--- src/rtl/writeback_arbiter_if.sv ---
// writeback_arbiter_if: bundles the ALU, load-return and register-file write ports of the writeback arbiter.
//   master : drives ALU results and load returns, observes writeback, buffer state and mem_ready
//   slave  : the arbiter side
//   DEPTH  : load-return buffer entries; sizes fifo_count
interface writeback_arbiter_if #(parameter int DEPTH = 4);
    logic                     alu_valid;
    logic [4:0]               alu_rd;
    logic [31:0]              alu_data;
    logic                     mem_valid;
    logic                     mem_ready;
    logic [4:0]               mem_rd;
    logic [31:0]              mem_data;
    logic                     wb_we;
    logic [4:0]               wb_rd;
    logic [31:0]              wb_data;
    logic [31:0]              pending_mask;
    logic [$clog2(DEPTH):0]   fifo_count;

    modport master (
        output alu_valid, alu_rd, alu_data, mem_valid, mem_rd, mem_data,
        input  mem_ready, wb_we, wb_rd, wb_data, pending_mask, fifo_count
    );

    modport slave (
        input  alu_valid, alu_rd, alu_data, mem_valid, mem_rd, mem_data,
        output mem_ready, wb_we, wb_rd, wb_data, pending_mask, fifo_count
    );
endinterface

--- src/rtl/writeback_arbiter.sv ---
// writeback_arbiter: merges never-stalled ALU results with buffered load returns into one register-file write port.
//   clk, reset   : clock, synchronous active-high reset
//   bus (slave)  : alu_* in, mem_* load returns with mem_ready backpressure,
//                  wb_* registered write port, pending_mask and fifo_count status
// ALU writes always win the port; the load buffer drains only in cycles without one.
// An ALU write kills older buffered loads to the same register so they pop silently.
module writeback_arbiter #(parameter int DEPTH = 4) (
    input logic clk,
    input logic reset,
    writeback_arbiter_if.slave bus
);
    localparam int AW = $clog2(DEPTH);
    localparam int CW = AW + 1;

    logic [4:0]    rdQ   [DEPTH];
    logic [31:0]   dataQ [DEPTH];
    logic [DEPTH-1:0] live;
    logic [AW-1:0] rdPtr, wrPtr;
    logic [CW-1:0] count;
    logic          aluWrite, enq, pop, headLive;

    assign aluWrite       = bus.alu_valid && bus.alu_rd != 5'd0;
    assign bus.mem_ready  = count != CW'(DEPTH);
    assign enq            = bus.mem_valid && bus.mem_ready && bus.mem_rd != 5'd0;
    assign pop            = !aluWrite && count != '0;
    assign headLive       = live[rdPtr];
    assign bus.fifo_count = count;

    always_comb begin
        bus.pending_mask = '0;
        for (int i = 0; i < DEPTH; i++)
            if (live[i]) bus.pending_mask[rdQ[i]] = 1'b1;
        bus.pending_mask[0] = 1'b0;
    end

    always_ff @(posedge clk) begin
        if (reset) begin
            bus.wb_we   <= 1'b0;
            bus.wb_rd   <= '0;
            bus.wb_data <= '0;
            rdPtr       <= '0;
            wrPtr       <= '0;
            count       <= '0;
            live        <= '0;
        end else begin
            bus.wb_we <= aluWrite || (pop && headLive);
            if (aluWrite) begin
                bus.wb_rd   <= bus.alu_rd;
                bus.wb_data <= bus.alu_data;
            end else if (pop && headLive) begin
                bus.wb_rd   <= rdQ[rdPtr];
                bus.wb_data <= dataQ[rdPtr];
            end
            for (int i = 0; i < DEPTH; i++)
                if (aluWrite && rdQ[i] == bus.alu_rd) live[i] <= 1'b0;
            if (pop) begin
                live[rdPtr] <= 1'b0;
                rdPtr       <= rdPtr + 1'b1;
            end
            // Placed after the squash loop so a same-edge load to the ALU's rd stays live (it is younger).
            if (enq) begin
                live[wrPtr]  <= 1'b1;
                rdQ[wrPtr]   <= bus.mem_rd;
                dataQ[wrPtr] <= bus.mem_data;
                wrPtr        <= wrPtr + 1'b1;
            end
            count <= count + CW'(enq) - CW'(pop);
        end
    end
endmodule
--- src/flat_wrapper.sv ---
// flat-port wrapper written by rule: the top's interface ports become plain ports
module writeback_arbiter_flat 
#(parameter int DEPTH = 4)
  (clk, reset, bus_alu_valid, bus_alu_rd, bus_alu_data, bus_mem_valid, bus_mem_rd, bus_mem_data, bus_mem_ready, bus_wb_we, bus_wb_rd, bus_wb_data, bus_pending_mask, bus_fifo_count);
  writeback_arbiter_if #(.DEPTH(DEPTH)) bus_i ();
  input logic clk;
  input logic reset;
  input wire logic [$bits(bus_i.alu_valid)-1:0] bus_alu_valid;
  input wire logic [$bits(bus_i.alu_rd)-1:0] bus_alu_rd;
  input wire logic [$bits(bus_i.alu_data)-1:0] bus_alu_data;
  input wire logic [$bits(bus_i.mem_valid)-1:0] bus_mem_valid;
  input wire logic [$bits(bus_i.mem_rd)-1:0] bus_mem_rd;
  input wire logic [$bits(bus_i.mem_data)-1:0] bus_mem_data;
  output wire logic [$bits(bus_i.mem_ready)-1:0] bus_mem_ready;
  output wire logic [$bits(bus_i.wb_we)-1:0] bus_wb_we;
  output wire logic [$bits(bus_i.wb_rd)-1:0] bus_wb_rd;
  output wire logic [$bits(bus_i.wb_data)-1:0] bus_wb_data;
  output wire logic [$bits(bus_i.pending_mask)-1:0] bus_pending_mask;
  output wire logic [$bits(bus_i.fifo_count)-1:0] bus_fifo_count;
  assign bus_i.alu_valid = bus_alu_valid;
  assign bus_i.alu_rd = bus_alu_rd;
  assign bus_i.alu_data = bus_alu_data;
  assign bus_i.mem_valid = bus_mem_valid;
  assign bus_i.mem_rd = bus_mem_rd;
  assign bus_i.mem_data = bus_mem_data;
  assign bus_mem_ready = bus_i.mem_ready;
  assign bus_wb_we = bus_i.wb_we;
  assign bus_wb_rd = bus_i.wb_rd;
  assign bus_wb_data = bus_i.wb_data;
  assign bus_pending_mask = bus_i.pending_mask;
  assign bus_fifo_count = bus_i.fifo_count;
  writeback_arbiter #(.DEPTH(DEPTH)) u_core (.clk(clk), .reset(reset), .bus(bus_i));
endmodule
--- config.mk ---
export PLATFORM = sky130hd
export DESIGN_NAME = writeback_arbiter_flat
export DESIGN_NICKNAME = d
export VERILOG_FILES = /design/src/rtl/writeback_arbiter_if.sv /design/src/rtl/writeback_arbiter.sv /design/src/flat_wrapper.sv
export SDC_FILE = /design/constraint.sdc
export NUM_CORES = 1
export LEC_CHECK = 0
export BUFFER_PORTS_ARGS = -buffer_cell sky130_fd_sc_hd__buf_2
export CORE_MARGIN = 10
export CORE_UTILIZATION = 45
export CTS_CLUSTER_DIAMETER = 80
export DETAILED_ROUTE_END_ITERATION = 12
export PLACE_DENSITY = 0.72
export SETUP_SLACK_MARGIN = 0.02
export SKIP_LAST_GASP = 1
export SLEW_MARGIN = 20
export SYNTH_ARGS = -nofsm -noshare
export SYNTH_HDL_FRONTEND = slang
export SYNTH_SLANG_ARGS = --single-unit
export TNS_END_PERCENT = 5
--- constraint.sdc ---
create_clock -name clk -period 4.2 [get_ports clk]
set_input_delay 1.05 -clock clk [delete_from_list [all_inputs] [get_ports clk]]
set_output_delay 1.05 -clock clk [all_outputs]
set_load 0.02 [all_outputs]
Word-level counts from Yosys, hierarchy flattened --
Memories as Yosys holds them, arrays and structs flattened. A register that Yosys moved wholly into a read port is not among the register bits. Cells that the tools add are included.
Storage, ports and cells: memory bits (read-only) 0, memories 2, bits in registers 49, RAM bits 148, bits in latches 0, output and inout port bits 74
Cells by class: bitwise operators 6, reductions and logical operators 21, multiplexer cells 40, div/mod/pow operators 0, $lt $le $gt $ge 12, multiply operators 0, eq/ne operators 5, add/sub/neg operators 4, shifts and indexed selects 0
Memory list:
- u_core.dataQ | depth 4, width 32, rd ports 1, clocked after Yosys merged registers in 1, wr ports 1, line writeback_arbiter.sv:16 | logic [31:0] dataQ [DEPTH];
- u_core.rdQ | depth 4, width 5, rd ports 5, clocked after Yosys merged registers in 1, wr ports 1, line writeback_arbiter.sv:15 | logic [4:0] rdQ [DEPTH];
Operators with widths (count):
- two-way mux 32 bit | 6
- bitwise OR 32 bit | 3
- less-than comparator 5 x 6 -> 1 bit (second input constant) | 4
- demux 1 bit (select 5 bit) | 4
- equality test 5 bit | 4
- >= comparator 5 x 1 -> 1 bit (second input constant) | 4
- two-way mux 1 bit | 18
- logical AND 1 bit | 15
- two-way mux 4 bit | 3
- two-way mux 5 bit | 2
- nonzero test 5 bit | 2
- two-way mux 2 bit | 4
- less-than comparator 2 x 3 -> 1 bit (second input constant) | 2
- adder 2 x 1 -> 2 bit (second input constant) | 2
- bitwise AND 4 bit | 1
- demux 1 bit (select 2 bit) | 2
- >= comparator 2 x 1 -> 1 bit (second input constant) | 2
- NOT 4 bit | 1
- bitwise OR 4 bit | 1
- adder 3 x 1 -> 3 bit | 1
- != test 3 bit (second input constant) | 1
- nonzero test 3 bit | 1
- subtractor 3 x 1 -> 3 bit | 1
- binary-select mux 1 bit (select 2 bit) | 1
- other kinds (3) | 3

Depth between registers and ports, before layout --
An unclocked memory read counts as a cell.
depth in word-level cells 12, gate-level depth with buffers 12

Least setup slack after synthesis --
Ideal clock, no wire load.
path kind input port to flip-flop, start point input port bus_alu_rd[0], end point register u_core.count[2] (netlist: u_core.bus.fifo_count[2]), data arrival time 3090 ps, path buffers 3, cell stages on the path 12, path slack 983 ps, cells stage by stage buf_2 -> or4_4 -> o21a_1 -> buf_6 -> buf_6 -> a21o_1 -> ha_1 -> inv_1 -> fa_1 -> xor2_1 -> xnor2_1 -> nor2_1
On the way: longest elaborated chain between the ends 5
RTL lines:
- start: declaration | line flat_wrapper.sv:9 | input wire logic [$bits(bus_i.alu_rd)-1:0] bus_alu_rd;
- nonzero test 5 bit | line writeback_arbiter.sv:22 | assign aluWrite = bus.alu_valid && bus.alu_rd != 5'd0;
- logical AND 1 bit | line writeback_arbiter.sv:22
- logical NOT 1 bit | line writeback_arbiter.sv:25 | assign pop = !aluWrite && count != '0;
- logical AND 1 bit | line writeback_arbiter.sv:25
- subtractor 3 x 1 -> 3 bit | line writeback_arbiter.sv:67 | count <= count + CW'(enq) - CW'(pop);
- end signal: assignment | line writeback_arbiter.sv:67
- end: declaration | line writeback_arbiter.sv:19 | logic [CW-1:0] count;
No other way between the ends. A chain may end at the register's enable or synchronous reset.

==> results.json <==
{
  "power.internal_mw": 3.61,
  "synthesis.nets": 716,
  "ys_seq_elements": 199,
  "yosysSeqAreaShare_pct": 61.1,
  "drt-pass1-iter-count": 6,
  "post-route-period-util_pct": 83.1,
  "grtUsageMet3_pct": 4.25,
  "place_area_um2": 9850,
  "syn_area_um2": 8950,
  "dp_hpwl_um": 15400,
  "synth.top_cell.area_share_pct": 49.7,
  "cp.required_ps": 3150,
  "num_vias": 6038,
  "r2r_start": "u_core.bus.fifo_count[1]",
  "power_switching_mw": 1.38,
  "r2r.worst_path.cells": 4,
  "hold_path.class": "register to register",
  "cts_hold_buf": 0,
  "ioPinCount": 152,
  "netlist_instances": 628,
  "skew_ps": 11.3,
  "clk_pin_slew_ps": 70,
  "ys.flop_type": "edfxtp_1",
  "relSlewSlack_pct": 29.8,
  "area_growth_pct": 16.3,
  "setup.worst_path.end_class": "output port",
  "top_usage_layer": "met2",
  "pwr-share-comb_pct": 20.5,
  "powerDensity_nw_per_um2": 480,
  "num-fill-cells": 1670,
  "p_leak_nw": 3.64,
  "initial_core_util_pct": 45.8,
  "layout_common_cells": "buf_2, edfxtp_1, nor2_1",
  "fin_crit_ps": 3490,
  "drv_slew": 0,
  "fmax_mhz": 286,
  "rows": 51,
  "htree_levels": 4,
  "synth_area_leader_cell": "edfxtp_1",
  "fin_area_um2": 10400,
  "worstPathCellList": "nor3b_1, a22oi_1, o221ai_1, buf_2",
  "max-cap-violations": 0,
  "ir_drop_mv": 0.308,
  "worstSkewPairLatency_ps": 420,
  "slowest_delay_ps": 900,
  "setup_tns_ps": 0,
  "worst_pin_slew_ps": 1050,
  "endpoint": "bus_pending_mask[4]",
  "cts-root-buf": "clkbuf_16",
  "grt_pass1_wl_um": 35300,
  "wire_per_inst_um": 22.4,
  "grt_max_degree": 52,
  "core_um2": 19500,
  "drt-total-wl_um": 23100,
  "max-clock-path-buffers": 2,
  "fp.dieW_um": 161,
  "setup_viol": 0,
  "cp_slowest_cell": "nor3b_1",
  "clock-sinks": 199,
  "yosysWarnings": 0,
  "drcViolationCount": 0,
  "outcome": "finished, final reports clean",
  "antenna_found_initial": 5,
  "synth_edf_count": 148,
  "grt-ovfl-total": 0,
  "cts_resized": 0,
  "cts_buffers": 17,
  "dieHeight_um": 161,
  "hold_viol": 0,
  "grt_util_met1_pct": 21.3,
  "p_sw_share_pct": 27.7,
  "critPathMaxFanout": 7,
  "ant_nets": 0,
  "synth.distinct_cells": 45,
  "port_buffers": 150,
  "routabilityCongestion": 0.888,
  "p_clk_share_pct": 30.6,
  "seqPwrFrac_pct": 48.9,
  "drt-initial-drc-count": 597,
  "reg2reg_slack_ps": 1620,
  "met2_usage_pct": 29.3,
  "cp-start-kind": "register",
  "startpoint": "u_core.rdQ[0][0]",
  "syn_area_per_cell_um2": 14.2,
  "final_layout_size_suffix_gt1_share_pct": 33.7,
  "worst-setup-path-type": "register to output port",
  "post_cts_buffers": 0,
  "critical_path_arrival_ps": 2440,
  "reg2reg_to": "u_core.dataQ[0][10]",
  "cts_tree": "yes",
  "final_nets": 838,
  "die-area_um2": 25900,
  "grt_usage_pct": 17.4,
  "rsz0062_at_grt": "no",
  "vias_per_cell": 5.86,
  "ys_async_sr_fraction_pct": 0,
  "final_common_cell": "buf_2",
  "grt_pass1_vias": 6045,
  "synth_area_leaders": "edfxtp_1, dfxtp_1, mux4_2"
}
-- sequential cells by signal, summed over array words and instances (netlist names), named ones only --
name,count
u_core.dataQ,128
u_core.bus.wb_data,32
u_core.rdQ,20
u_core.bus.wb_rd,5
u_core.live,4
u_core.bus.fifo_count,3
u_core.rdPtr,2
u_core.wrPtr,2
u_core.bus.wb_we,1
-- cells by family (layout without fill, tap and decap cells) --
group / after synthesis / count (layout) / synth area share (%)
XOR/XNOR: 24 / 24 / 2.35
flip-flops: 199 / 199 / 61.1
adder cells (fa/ha/maj): 10 / 10 / 1.48
buffers and inverters: 59 / 193 / 3.06
AO/OA/AOI/OAI: 111 / 111 / 11.4
multiplexers: 44 / 44 / 10.2
AND/OR/NAND/NOR: 180 / 180 / 10.4
other: 1 / 4 / 0.0419
-- power by group through the flow --
stage	sequential [mW]	clock [mW]	combinational (mW)
after CTS	2.44	1.55	1.03
after floorplan	2.46	0	0.724
after global placement	2.48	0	1.01
after global routing	2.46	1.62	1.10
final	2.44	1.53	1.02
after detailed placement	2.48	0	1.02
-- cells in the mapped netlist, types with 9 or more instances --
cell,count
clkbuf_1,33
xnor2_1,11
mux4_2,38
o22ai_1,11
nor2_1,62
nand3b_1,10
xor2_1,13
buf_2,12
o32ai_2,18
edfxtp_1,148
o221ai_1,12
a21oi_1,10
a221o_1,11
nor3_1,38
a22oi_1,12
o32ai_1,14
nand3_1,10
nand2_1,16
ha_1,9
dfxtp_1,51
o211ai_1,9
-- per-stage QoR --
| step | utilization (%) | hold slack [ps] | worst slack [ps] | total power, mW | std cells |
|---|---|---|---|---|---|
| finish | 53.3 | 555 | 709 | 4.99 | 1030 |
| global route | 53.3 | 584 | 627 | 5.18 | 1029 |
| CTS | 53.3 | 559 | 763 | 5.02 | 1027 |
| detailed placement | 50.4 | 546 | 879 | 3.51 | 996 |
| global placement | 50.4 | 540 | 904 | 3.49 | 996 |
| floorplan | - | 508 | 983 | 3.19 | 628 |
-- worst min path at each step --
| stage | start | end | slack [ps] | cells past startpoint |
|---|---|---|---|---|
| finish | u_core.rdPtr[1] | u_core.rdPtr[1] | 550 | 2 |
| global placement | u_core.bus.wb_data[26] | u_core.bus.wb_data[26] | 540 | 2 |
| CTS | u_core.rdPtr[1] | u_core.rdPtr[1] | 560 | 2 |
| detailed placement | u_core.bus.wb_rd[4] | u_core.bus.wb_rd[4] | 550 | 2 |
| floorplan | u_core.rdPtr[1] | register | 510 | 2 |
| global route | u_core.bus.fifo_count[2] | u_core.bus.fifo_count[2] | 580 | 2 |
-- worst max-delay path, delay by kind of cell, from the launching register on --
family,cells,cell delay [ps]
DFF,1,510
and+or+nand+nor,1,900
AOI/OAI and AO/OA,2,380
buffers and inverters,1,220
-- final cells by class --
type	count	area, um^2	area share [%]
sequential	199	5470	52.5
antenna	3	7.51	0.0721
clock inverter	8	73.8	0.709
multi-input combinational	370	3230	31.0
tap	265	332	3.19
inverter	6	22.5	0.216
timing repair buffer	156	796	7.65
clock buffer	23	479	4.60
-- metal layers --
metal | wire length [um] | vias to the layer above
met4 | 541 | 4
met1 | 9080 | 2987
met5 | 22 | -
li1 | - | 2742
met3 | 1740 | 37
met2 | 11700 | 268
No activity file was read; power rests on OpenSTA's default activity.
